[config.mk]
export PLATFORM = sky130hd
export DESIGN_NAME = stopwatch_ctrl
export DESIGN_NICKNAME = d
export VERILOG_FILES = /design/src/rtl/stopwatch_pkg.sv /design/src/rtl/key_debounce.sv /design/src/rtl/stopwatch_ctrl.sv
export SDC_FILE = /design/constraint.sdc
export NUM_CORES = 1
export LEC_CHECK = 0
export ABC_AREA = 1
export CELL_PAD_IN_SITES_DETAIL_PLACEMENT = 1
export CELL_PAD_IN_SITES_GLOBAL_PLACEMENT = 1
export CORE_MARGIN = 2
export CORE_UTILIZATION = 38
export CTS_CLUSTER_SIZE = 12
export DETAILED_ROUTE_END_ITERATION = 12
export PLACE_DENSITY = 0.88
export SLEW_MARGIN = 20
export SYNTH_ARGS = -nofsm -noshare
export SYNTH_HDL_FRONTEND = slang
export SYNTH_HIERARCHICAL = 1
export SYNTH_SLANG_ARGS = --single-unit
[constraint.sdc]
create_clock -name clock -period 1.14 [get_ports clock]
set_input_delay 0.171 -clock clock [delete_from_list [all_inputs] [get_ports clock]]
set_output_delay 0.171 -clock clock [all_outputs]
set_load 0.02 [all_outputs]
[src/rtl/stopwatch_pkg.sv]
// Shared definitions for the stopwatch control slice: FSM state encoding and
// the default debounce length.
package stopwatch_pkg;

    typedef enum logic [1:0] {
        IDLE  = 2'd0,
        RUN   = 2'd1,
        PAUSE = 2'd2,
        LAP   = 2'd3
    } sw_state_e;

    // 10 ms of stable level at 50 MHz
    localparam int DEBOUNCE_CYCLES_DEFAULT = 500_000;

endpackage

[src/rtl/key_debounce.sv]
// One key path: 2-flop synchronizer, stability counter and accepted level,
// producing a single-cycle pulse when the accepted level goes from released to pressed.
module key_debounce
    import stopwatch_pkg::*;
#(
    parameter int DEBOUNCE_CYCLES = DEBOUNCE_CYCLES_DEFAULT,
    parameter int DB_W            = 20
) (
    input  logic clock,
    input  logic reset_n,
    input  logic key_n,
    output logic press
);

    localparam logic [DB_W-1:0] LAST_CNT = DB_W'(DEBOUNCE_CYCLES - 1);

    logic            sync1_q, sync1_d;
    logic            sync2_q, sync2_d;
    logic            level_q, level_d;
    logic [DB_W-1:0] cnt_q,   cnt_d;
    logic            press_q, press_d;

    // Synchronizer, debounce counter, accepted level and press pulse registers.
    always_ff @(posedge clock or negedge reset_n) begin
        if (!reset_n) begin
            sync1_q <= 1'b1;
            sync2_q <= 1'b1;
            level_q <= 1'b1;
            cnt_q   <= '0;
            press_q <= 1'b0;
        end else begin
            sync1_q <= sync1_d;
            sync2_q <= sync2_d;
            level_q <= level_d;
            cnt_q   <= cnt_d;
            press_q <= press_d;
        end
    end

    // Accept a new level only after it has differed for DEBOUNCE_CYCLES cycles in a row.
    always_comb begin
        sync1_d = key_n;
        sync2_d = sync1_q;
        level_d = level_q;
        cnt_d   = '0;
        press_d = 1'b0;
        if (sync2_q != level_q) begin
            if (cnt_q == LAST_CNT) begin
                level_d = sync2_q;
                press_d = ~sync2_q;
            end else begin
                cnt_d = cnt_q + DB_W'(1);
            end
        end else begin
            cnt_d = '0;
        end
    end

    assign press = press_q;

endmodule

[src/rtl/stopwatch_ctrl.sv]
// Stopwatch front end: debounced start/stop and lap/reset keys drive the
// run/lap/pause/idle FSM, the counter enable/clear and the held display value.
module stopwatch_ctrl
    import stopwatch_pkg::*;
#(
    parameter int DEBOUNCE_CYCLES = DEBOUNCE_CYCLES_DEFAULT,
    parameter int DB_W            = 20,
    parameter int DATA_W          = 24
) (
    input  logic              clock,
    input  logic              reset_n,
    input  logic              key_ss_n,
    input  logic              key_lr_n,
    input  logic [DATA_W-1:0] count_in,
    output logic              count_en,
    output logic              count_clr,
    output logic [DATA_W-1:0] disp_out,
    output logic [1:0]        state
);

    logic ss_ev_s;
    logic lr_ev_s;

    key_debounce #(.DEBOUNCE_CYCLES(DEBOUNCE_CYCLES), .DB_W(DB_W)) u_db_ss (
        .clock  (clock),
        .reset_n(reset_n),
        .key_n  (key_ss_n),
        .press  (ss_ev_s)
    );

    key_debounce #(.DEBOUNCE_CYCLES(DEBOUNCE_CYCLES), .DB_W(DB_W)) u_db_lr (
        .clock  (clock),
        .reset_n(reset_n),
        .key_n  (key_lr_n),
        .press  (lr_ev_s)
    );

    sw_state_e         state_q, state_d;
    logic              en_q,    en_d;
    logic              clr_q,   clr_d;
    logic [DATA_W-1:0] lap_q,   lap_d;
    logic [DATA_W-1:0] disp_q,  disp_d;

    // FSM state, output and lap/display registers.
    always_ff @(posedge clock or negedge reset_n) begin
        if (!reset_n) begin
            state_q <= IDLE;
            en_q    <= 1'b0;
            clr_q   <= 1'b0;
            lap_q   <= '0;
            disp_q  <= '0;
        end else begin
            state_q <= state_d;
            en_q    <= en_d;
            clr_q   <= clr_d;
            lap_q   <= lap_d;
            disp_q  <= disp_d;
        end
    end

    // Next state; start/stop takes priority over a coincident lap/reset event.
    always_comb begin
        state_d = state_q;
        lap_d   = lap_q;
        clr_d   = 1'b0;
        case (state_q)
            IDLE: begin
                if (ss_ev_s) begin
                    state_d = RUN;
                end else if (lr_ev_s) begin
                    clr_d = 1'b1;
                end else begin
                    state_d = IDLE;
                end
            end
            RUN: begin
                if (ss_ev_s) begin
                    state_d = PAUSE;
                end else if (lr_ev_s) begin
                    state_d = LAP;
                    lap_d   = count_in;
                end else begin
                    state_d = RUN;
                end
            end
            LAP: begin
                if (ss_ev_s) begin
                    state_d = PAUSE;
                end else if (lr_ev_s) begin
                    state_d = RUN;
                end else begin
                    state_d = LAP;
                end
            end
            PAUSE: begin
                if (ss_ev_s) begin
                    state_d = RUN;
                end else if (lr_ev_s) begin
                    state_d = IDLE;
                    clr_d   = 1'b1;
                end else begin
                    state_d = PAUSE;
                end
            end
            default: begin
                state_d = IDLE;
            end
        endcase
        // Outputs follow the next state so they line up with the registered state.
        en_d   = (state_d == RUN) || (state_d == LAP);
        disp_d = (state_d == LAP) ? lap_d : count_in;
    end

    assign state     = state_q;
    assign count_en  = en_q;
    assign count_clr = clr_q;
    assign disp_out  = disp_q;

endmodule

==> results of run 1 <==
-- synth_stat cells, types with 2 or more instances --
| cell | number |
|---|---|
| nand2_1 | 215 |
| dfrtp_1 | 93 |
| nor2_1 | 90 |
| inv_1 | 32 |
| nand3_1 | 30 |
| xor2_1 | 13 |
| nor2_4 | 12 |
| xnor2_1 | 10 |
| nand2_2 | 9 |
| buf_2 | 8 |
| nor2_2 | 7 |
| dfstp_2 | 6 |
| a21oi_1 | 4 |
| nand2_4 | 4 |
| nor3_1 | 4 |
| o21ai_0 | 4 |
| and2_0 | 2 |
| and2_1 | 2 |
| buf_6 | 2 |
| ha_1 | 2 |
| nand3b_1 | 2 |
| nor3_2 | 2 |
| nor3b_1 | 2 |
| o21ai_1 | 2 |
-- worst reg2reg max path, delay by kind of cell (launching register included) --
family / cells / cell delay, ps
flops: 1 / 470
fa+ha+maj: 1 / 210
simple gates: 8 / 1030
-- cell type report --
class                           count  area (um2)  area share [%]
Timing Repair Buffer              180        1700            21.1
Sequential cell                    99        2510            31.2
Inverter                           33         141            1.76
Clock inverter                      5        82.6            1.03
Multi-Input combinational cell    417        3190            39.6
Tap cell                          147         184            2.28
Clock buffer                       11         243            3.01
-- registers in the layout, summed over array words and instances (netlist names) --
signal           count
u_db_ss/sync2_q      1
u_db_ss/level_q      1
u_db_ss/cnt_q       20
u_db_ss/sync1_q      1
disp_out            24
u_db_ss/press        1
u_db_lr/cnt_q       20
u_db_lr/sync1_q      1
state                2
u_db_lr/sync2_q      1
u_db_lr/level_q      1
lap_q               24
count_clr            1
u_db_lr/press        1
-- how the worst max path moves through the flow --
stage                      startpoint                 to  cells after the start
floorplan            u_db_lr/cnt_q[1]  u_db_lr/cnt_q[18]                      9
global placement    u_db_ss/cnt_q[13]  u_db_ss/cnt_q[19]                      8
detailed placement  u_db_lr/cnt_q[13]  u_db_lr/cnt_q[19]                      8
CTS                  u_db_ss/cnt_q[0]  u_db_ss/cnt_q[18]                      9
global route         u_db_lr/cnt_q[0]  u_db_lr/cnt_q[18]                      9
finish               u_db_lr/cnt_q[0]  u_db_lr/cnt_q[18]                      9
-- metal layers --
layer / track usage, % / share of wire (%) / up-vias / wire length (um)
met5: 0 / 0.095 / - / 28
met4: 15.5 / 8.0 / 4 / 2340
met3: 5.03 / 10 / 186 / 3010
met2: 52.1 / 45 / 465 / 13100
met1: 33.8 / 37 / 2752 / 10900
li1: - / - / 2078 / -
-- power breakdown --
| group | leakage, uW | switching, uW | total [uW] | internal, uW |
|---|---|---|---|---|
| clock | 0.000161 | 1710 | 3720 | 2010 |
| sequential | 0.00114 | 73.2 | 3660 | 3580 |
| combinational | 0.00233 | 414 | 672 | 258 |
-- metrics by stage --
stage	std cells	cell area (um2)	setup TNS, ps
after floorplan	560	4730	-2760
after global placement	822	5970	-6450
after detailed placement	822	5970	-10630
after CTS	850	6540	-10150
after global routing	892	8050	-34240
final	892	8050	-32770
-- timing repair --
| item | in CTS | in global routing |
|---|---|---|
| setup buffers | 12 | 35 |
| hold endpoints to repair | 16 | 0 |
| gates cloned | 0 | 9 |
| hold buffers | 1 | 0 |
| setup endpoints to repair | 120 | 97 |
| resized for setup | 185 | 306 |
| pin swaps | 30 | 91 |
-- logic make-up (layout without fill, tap and decap cells) --
kind of cell    Yosys count  in the layout  synth area share [%]
flops                    99             99                  53.6
fa+ha+maj                 2              2                 0.540
compound gates           10             10                  1.08
xor+xnor                 23             23                  4.35
buf+inv                  44            229                  4.19
simple gates            382            382                  36.2
==> metrics.txt, run 1 <==
CTS tree=built; setup ws final=-664 ps; H-tree depth=3; clock sink count=99; dominant cells by area after synthesis=dfrtp_1 50%, nand2_1 17%, nor2_1 7.3%; port bufs=55; Die Width=114 um; detailed-router iteration count before antenna repair=7; Core Area=0.0120 mm2; Tot Pwr=8050 uW; Max-Cap Viols=0; slowest CP cell=dfrtp_1; Cell Rows=40; Final ANT Viol Nets=0; Seq/Total Area, Yosys=53.6%; total grt overflow=0; post-place setup slack=-270 ps; Final Max Slew Viols=0; PwrDens=1000 mW/mm2; most common cell after layout, fill and taps aside=nand2_1; worst path cell trace=ha_4, nand2_4, nor2_4, nand2_4, nor2_4, nand2_1, nand2_1, nand2_2, nor2_2; RSZ-0062 raised after global routing=true; Yosys warnings=6; Total Routed Length=29400 um; die height=114 um; WL per Instance=32.9 um; Worst Path Max Fanout=4; Crit Reg-Reg Endpoint=u_db_lr/cnt_q[18]; clock root cell=clkbuf_16; share of layout cells above drive strength 1=59.6%; pin count of the biggest net entering global routing=29; number of global-route vias before repair=5235; Final Hold Viols=0; ys flop type=dfrtp_1; post-synth net total=590; CP arrival=2080 ps; worst vdd ir=1.15 mV; Clk Latency, worst-skew pair=380 ps; Die Area=0.0131 mm2; Unique masters post-synth=27; failing checks=setup timing; Layout fillers=1244; hold crit path type=in2reg; initial core utilization=38.7%; clk_skew=17.6 ps; final setup vio count=96; DRC errors left=0; worst hold stages=1; Layout Utilization=67.3%; cts bufs inserted=9; Worst-path clk slew=90 ps; Period minus WS final=1800 ps; GRT Total Usage=29.4%; Yosys top cell area share=50.2%; Hold Path Sink=u_db_lr/sync1_q; Worst-Margin Slew=436 ps; status=complete, but fails checks; static leakage=0.00363 uW; initial antenna violation count=3; Final #Nets=770; drt initial violations=664; Post-synth EDFFs=0; R2R depth=9; largest stage delay on the critical path=470 ps; via/cell ratio=6.15; Rel. slew slack=71.0%; DP Wirelength=10400 um; Hold Crit Start=key_lr_n; f_max=554 MHz; fin crit share=158%; FF+latch count, synth=99; largest delay contributor family on the critical path=simple AND/OR/NAND/NOR gates; n_diodes=0; Crit Path Category=reg2reg; syn_area_per_cell=8.27 um2; first-pass GRT wire length=29000 um; nature of the critical path endpoint=flop; cell taking the most area after synthesis=dfrtp_1; commonest non-fill, non-tap cells in the layout=87 x nand2_1, 81 x buf_4, 72 x nand2_4, 72 x dfrtp_1, 67 x nand2_2; worst path required time=1420 ps; Reg2Reg Launch Point=u_db_lr/cnt_q[0]; Worst Hold Slack=221 ps; startpoint types=flop; setup slack, reg-to-reg=-660 ps; routability cong.=0.878; synthesized instance count=560; asr flop ratio synth=100%; clock buffer depth=2; Crit path buffers/inverters=0; Area Growth Syn to Fin=73.8%; Vias=5485; Mapped Area=0.00463 mm2; IO Count=56
Power figures use the tool's default switching activity.
==> run 2, diff against run 1 <==
Settings changed: ABC_CLOCK_PERIOD_IN_PS from default to 1140, CORE_MARGIN 2 to 1, SKIP_CTS_REPAIR_TIMING from default to 1.
==> metrics.txt, run 2 (same netlist as run 1, synthesis figures left out) <==
PwrDens=989 mW/mm2 (-1.1%); Worst-Margin Slew=477 ps (+41.7 ps); DP Area=0.00597 mm2 (about the same); Crit path depth=6 (-3); post-layout instance area=0.00781 mm2 (-3.0%); fin crit share=157% (-1.4 points); Worst Path Max Fanout=6 (+2); number of global-route vias before repair=5102 (-2.5%); Cell Rows=39 (-2.5%); Final #Nets=763 (-0.91%); Worst-path clk slew=80 ps (about the same); CTS tree=built; DRC errors left=0 (unchanged); Worst Hold Slack=199 ps (-21.8 ps); Crit Path Category=reg2reg; Reg power frac=47.3% (+1.9 points); Die Area=0.0126 mm2 (-3.5%); first-pass GRT wire length=27500 um (-4.9%); clk_skew=14.3 ps (-3.22 ps); GRT Total Usage=29.0% (-0.40 points); Crit Reg-Reg Endpoint=u_db_ss/level_q; WL per Instance=30.8 um (-6.5%); clock sink count=99 (unchanged); Period minus WS final=1790 ps (-15.9 ps); commonest non-fill, non-tap cells in the layout=125 x nand2_1, 82 x buf_4, 74 x dfrtp_1, 64 x nand2_2, 46 x nor2_1; H-tree depth=3 (unchanged); startpoint types=flop; Vias=5303 (-3.3%); P_int=5660 uW (-3.2%); Layout Utilization=67.0% (-0.32 points); routability cong.=0.846 (-3.7%); Core Area=0.0117 mm2 (-2.5%); Final ANT Viol Nets=0 (unchanged); Tot Pwr=7720 uW (-4.0%); initial antenna violation count=3 (unchanged); Crit path buffers/inverters=1 (+1); Final Hold Viols=0 (unchanged); post-place setup slack=-321 ps (-52.0 ps); R2R depth=6 (-3); failing checks=setup timing; Area Growth Syn to Fin=68.7%; DP Wirelength=10800 um (+4.2%); status=complete, but fails checks; largest stage delay on the critical path=500 ps (+30 ps); Clk pwr share=43.4% (-2.8 points); total grt overflow=0 (unchanged); worst path required time=1410 ps (about the same); combinational fraction of design power=9.3% (+1.0 points); slowest CP cell=dfrtp_1; pin count of the biggest net entering global routing=27 (-6.9%); detailed-router iteration count before antenna repair=5 (-2); Die Width=112 um (-1.7%); IO Count=56 (unchanged); nature of the critical path endpoint=flop; initial core utilization=39.7% (+0.99 points); largest delay contributor family on the critical path=flip-flops; f_max=559 MHz (+0.89%); clock root cell=clkbuf_16; worst vdd ir=0.895 mV (-22%); Total Routed Length=27200 um (-7.6%); worst path cell trace=ha_4, nand2_4, nor2_4, nand3_4, o21ai_2, inv_1; Max-Cap Viols=0 (unchanged); setup slack, reg-to-reg=-650 ps (+20 ps); drt initial violations=543 (-18%); Final Max Slew Viols=0 (unchanged); static leakage=0.00371 uW (+2.1%); clock buffer depth=2 (unchanged); final setup vio count=101 (+5.2%); most common cell after layout, fill and taps aside=nand2_1; RSZ-0062 raised after global routing=true; setup ws final=-648 ps (+15.9 ps); Rel. slew slack=68.2% (-2.8 points); cts bufs inserted=9 (unchanged); Reg2Reg Launch Point=u_db_ss/cnt_q[0]; Sw Ratio=26.7% (-0.64 points); via/cell ratio=6.01 (-2.2%); Clk Latency, worst-skew pair=370 ps (about the same); CP arrival=2060 ps (-20 ps); CP Capture Point=u_db_ss/level_q; hold crit path type=in2reg; Net Switching=2060 uW (-6.3%); die height=112 um (-1.7%); CP startpoint=u_db_ss/cnt_q[0]; share of layout cells above drive strength 1=50.9% (-8.6 points); port bufs=55 (unchanged)
run 2: changes by cell type in the layout (fill, tap and decap cells not counted), moves of 4 or more:
cell,change
nand2_1,+38
nand2_4,-34
buf_2,-25
dlymetal6s2s_1,+24
nor2_1,-5
buf_6,-4
run 2: metal layers:
metal	vias up	wire (um)	GRT usage (%)	share of wire [%]
met5	-	23	0	0.085
met4	4	1800	14.8	6.6
met3	153	2410	5.94	8.9
met2	441	12400	51.1	46
met1	2633	10500	33.4	39
li1	2072	-	-	-
run 2: power by group through the flow:
| stage | Clock, uW | Sequential (uW) | Combinational (uW) |
|---|---|---|---|
| 3_5_place_dp | 0 | 3690 | 550 |
| 4_1_cts | 3190 | 3620 | 570 |
| 5_1_grt | 3470 | 3650 | 748 |
| 6_report | 3350 | 3650 | 721 |
| 3_3_place_gp | 0 | 3680 | 522 |
| 2_1_floorplan | 0 | 3740 | 107 |
run 2: layout make-up:
class / count / area [um2]
Inverter: 33 / 136
Multi-Input combinational cell: 417 / 2930
Clock buffer: 12 / 246
Timing Repair Buffer: 173 / 1750
Sequential cell: 99 / 2510
Clock inverter: 4 / 51.3
Antenna cell: 1 / 2.50
Tap cell: 143 / 179
Fill cell: 1211 / 3850
run 2: stage by stage:
| stage | setup TNS, ps | std cells |
|---|---|---|
| 3_3_place_gp | -7780 | 816 |
| 6_report | -33860 | 882 |
| 4_1_cts | -34750 | 832 |
| 2_1_floorplan | -2760 | 560 |
| 3_5_place_dp | -17450 | 816 |
| 5_1_grt | -33800 | 881 |
run 2: worst min-delay path by stage:
stage                     slack [ps]     start  depth (start not counted)               to
after CTS                       -250   reset_n                          1        lap_q[13]
after global routing             210  key_lr_n                          1  u_db_lr/sync1_q
after floorplan                 -120   reset_n                          0        count_clr
after detailed placement         120   reset_n                          1      disp_out[1]
after global placement           120   reset_n                          1        count_clr
final                            200  key_lr_n                          1  u_db_lr/sync1_q
==> run 3, diff against run 2 <==
Settings changed: ABC_CLOCK_PERIOD_IN_PS 1140 to 2200, CORE_UTILIZATION 38 to 45, PLACE_DENSITY 0.88 to 0.95.
Clock period 1.14 ns to 2.2 ns, I/O delays scaled along.
==> metrics.txt, run 3 (same netlist as run 1, synthesis figures left out) <==
Rel. slew slack=59.8% (-8.4 points); Final #Nets=652 (-15%); WL per Instance=18.8 um (-39%); CTS tree=built; nature of the critical path endpoint=primary output; die height=103 um (-8.0%); worst vdd ir=0.400 mV (-55%); H-tree depth=3 (unchanged); setup ws final=345 ps (+993 ps); Clk Latency, worst-skew pair=380 ps (about the same); largest stage delay on the critical path=650 ps (+150 ps); dpl cells=743 (-8.9%); Period minus WS final=1860 ps; routability cong.=0.867 (+2.5%); Reg2Reg Launch Point=u_db_lr/sync2_q; IO Count=56 (unchanged); hold crit path type=in2reg; first-pass GRT wire length=23000 um (-16%); commonest non-fill, non-tap cells in the layout=215 x nand2_1, 93 x dfrtp_1, 90 x nor2_1, 54 x clkdlybuf4s50_1, 32 x inv_1; Crit Reg-Reg Endpoint=u_db_lr/cnt_q[2]; most common cell after layout, fill and taps aside=nand2_1; drt initial violations=193 (-64%); CP arrival=1530 ps (-530 ps); total grt overflow=0 (unchanged); Vias=4040 (-24%); Final Hold Viols=0 (unchanged); PwrDens=623 mW/mm2 (-37%); Hold Path Sink=u_db_ss/sync1_q; startpoint types=flop; Core Area=0.00986 mm2 (-15%); post-place setup slack=561 ps (+882 ps); number of global-route vias before repair=4562 (-11%); worst path required time=1870 ps (+460 ps); static leakage=0.00247 uW (-33%); DRC errors left=0 (unchanged); setup_tns=0 ps (+33860 ps); R2R depth=3 (-3); CP startpoint=state[0]; initial core utilization=47.0% (+7.2 points); clock root cell=clkbuf_8; slowest CP cell=clkdlybuf4s50_1; Layout Utilization=56.4% (-11 points); Worst-path clk slew=110 ps (+30 ps); status=finished, final reports clean; Worst Path Max Fanout=7 (+1); pin count of the biggest net entering global routing=47 (+74%); Final ANT Viol Nets=0 (unchanged); largest delay contributor family on the critical path=buffers and inverters; Die Area=0.0107 mm2 (-15%); Final Non-Filler Cells=760 (-14%); worst hold stages=1 (unchanged); n_diodes=0 (-1); Hold Crit Start=key_ss_n; Final Max Slew Viols=0 (unchanged); clock buffer depth=2 (unchanged); Crit path buffers/inverters=1 (unchanged); setup slack, reg-to-reg=410 ps (+1060 ps); Total Routed Length=14300 um (-47%); Layout fillers=1199 (-0.99%); Max-Cap Viols=0 (unchanged); GRT Total Usage=29.2% (+0.25 points); clk_skew=12.0 ps (-2.37 ps); via/cell ratio=5.32 (-12%); detailed-router iteration count before antenna repair=4 (-1); initial antenna violation count=0 (-3); Die Width=103 um (-8.0%); RSZ-0062 raised after global routing=false; fin crit share=84.3%; DP Wirelength=9240 um (-14%); share of layout cells above drive strength 1=10.0% (-41 points); port bufs=55 (unchanged); clock sink count=99 (unchanged); cts bufs inserted=9 (unchanged); Cell Rows=36 (-7.7%); Area Growth Syn to Fin=20.2%; worst path cell trace=clkdlybuf4s50_1; Worst-Margin Slew=603 ps (+126 ps); final setup vio count=0 (-100%); Crit Path Category=reg2out; f_max=539 MHz
[run 3: cell count changes in the layout (fill, tap and decap cells not counted), sizes merged, moves of 2 or more]
cell / previous run / this run
clkdlybuf4s50: 26 / 54
inv: 33 / 35
clkbuf: 16 / 10
buf: 118 / 7
dlymetal6s2s: 24 / 0
[run 3: worst register-to-register path, cell delays in order (launching register included)]
cell     delay [ps]
dfstp_2         580
xor2_1          450
inv_1           360
nor3b_1         300
[run 3: cell type report]
class,instances,area [um2],area share [%]
Tap cell,133,166,2.99
Timing Repair Buffer,62,616,11.1
Clock inverter,6,96.3,1.73
Inverter,33,124,2.22
Clock buffer,10,128,2.29
Multi-Input combinational cell,417,1950,35.1
Sequential cell,99,2480,44.6
[run 3: report_power, final]
group          leakage, uW  internal [uW]  switching [uW]
clock network     0.000109            656             693
logic              0.00118            107             137
registers          0.00118           1860            20.8
[run 3: metrics by stage]
| stage | hold WS, ps | total power (uW) | cell area (um2) |
|---|---|---|---|
| 3_3_place_gp | 348 | 2130 | 5330 |
| 4_1_cts | -32.2 | 3490 | 5560 |
| 5_1_grt | 370 | 3570 | 5570 |
| 3_5_place_dp | 352 | 2150 | 5330 |
| 2_1_floorplan | 34.4 | 1980 | 4630 |
| 6_report | 370 | 3470 | 5570 |
[run 3: layer usage]
layer  routed length [um]  share of wire (%)  global-route usage, %
met2                 7380                 52                   51.4
met5                    0                  0                      0
met3                  680                4.8                   5.11
met1                 5800                 41                   35.0
met4                  433                3.0                   13.4
[run 3: worst max path at each step]
| stage | endpoint | cells past startpoint | slack, ps |
|---|---|---|---|
| final | state[0] | 1 | 340 |
| after global routing | state[0] | 1 | 300 |
| after CTS | state[0] | 1 | 350 |
| after detailed placement | u_db_ss/cnt_q[2] | 3 | 560 |
| after global placement | u_db_ss/cnt_q[2] | 3 | 800 |
| after floorplan | disp_out[1] | 7 | 880 |
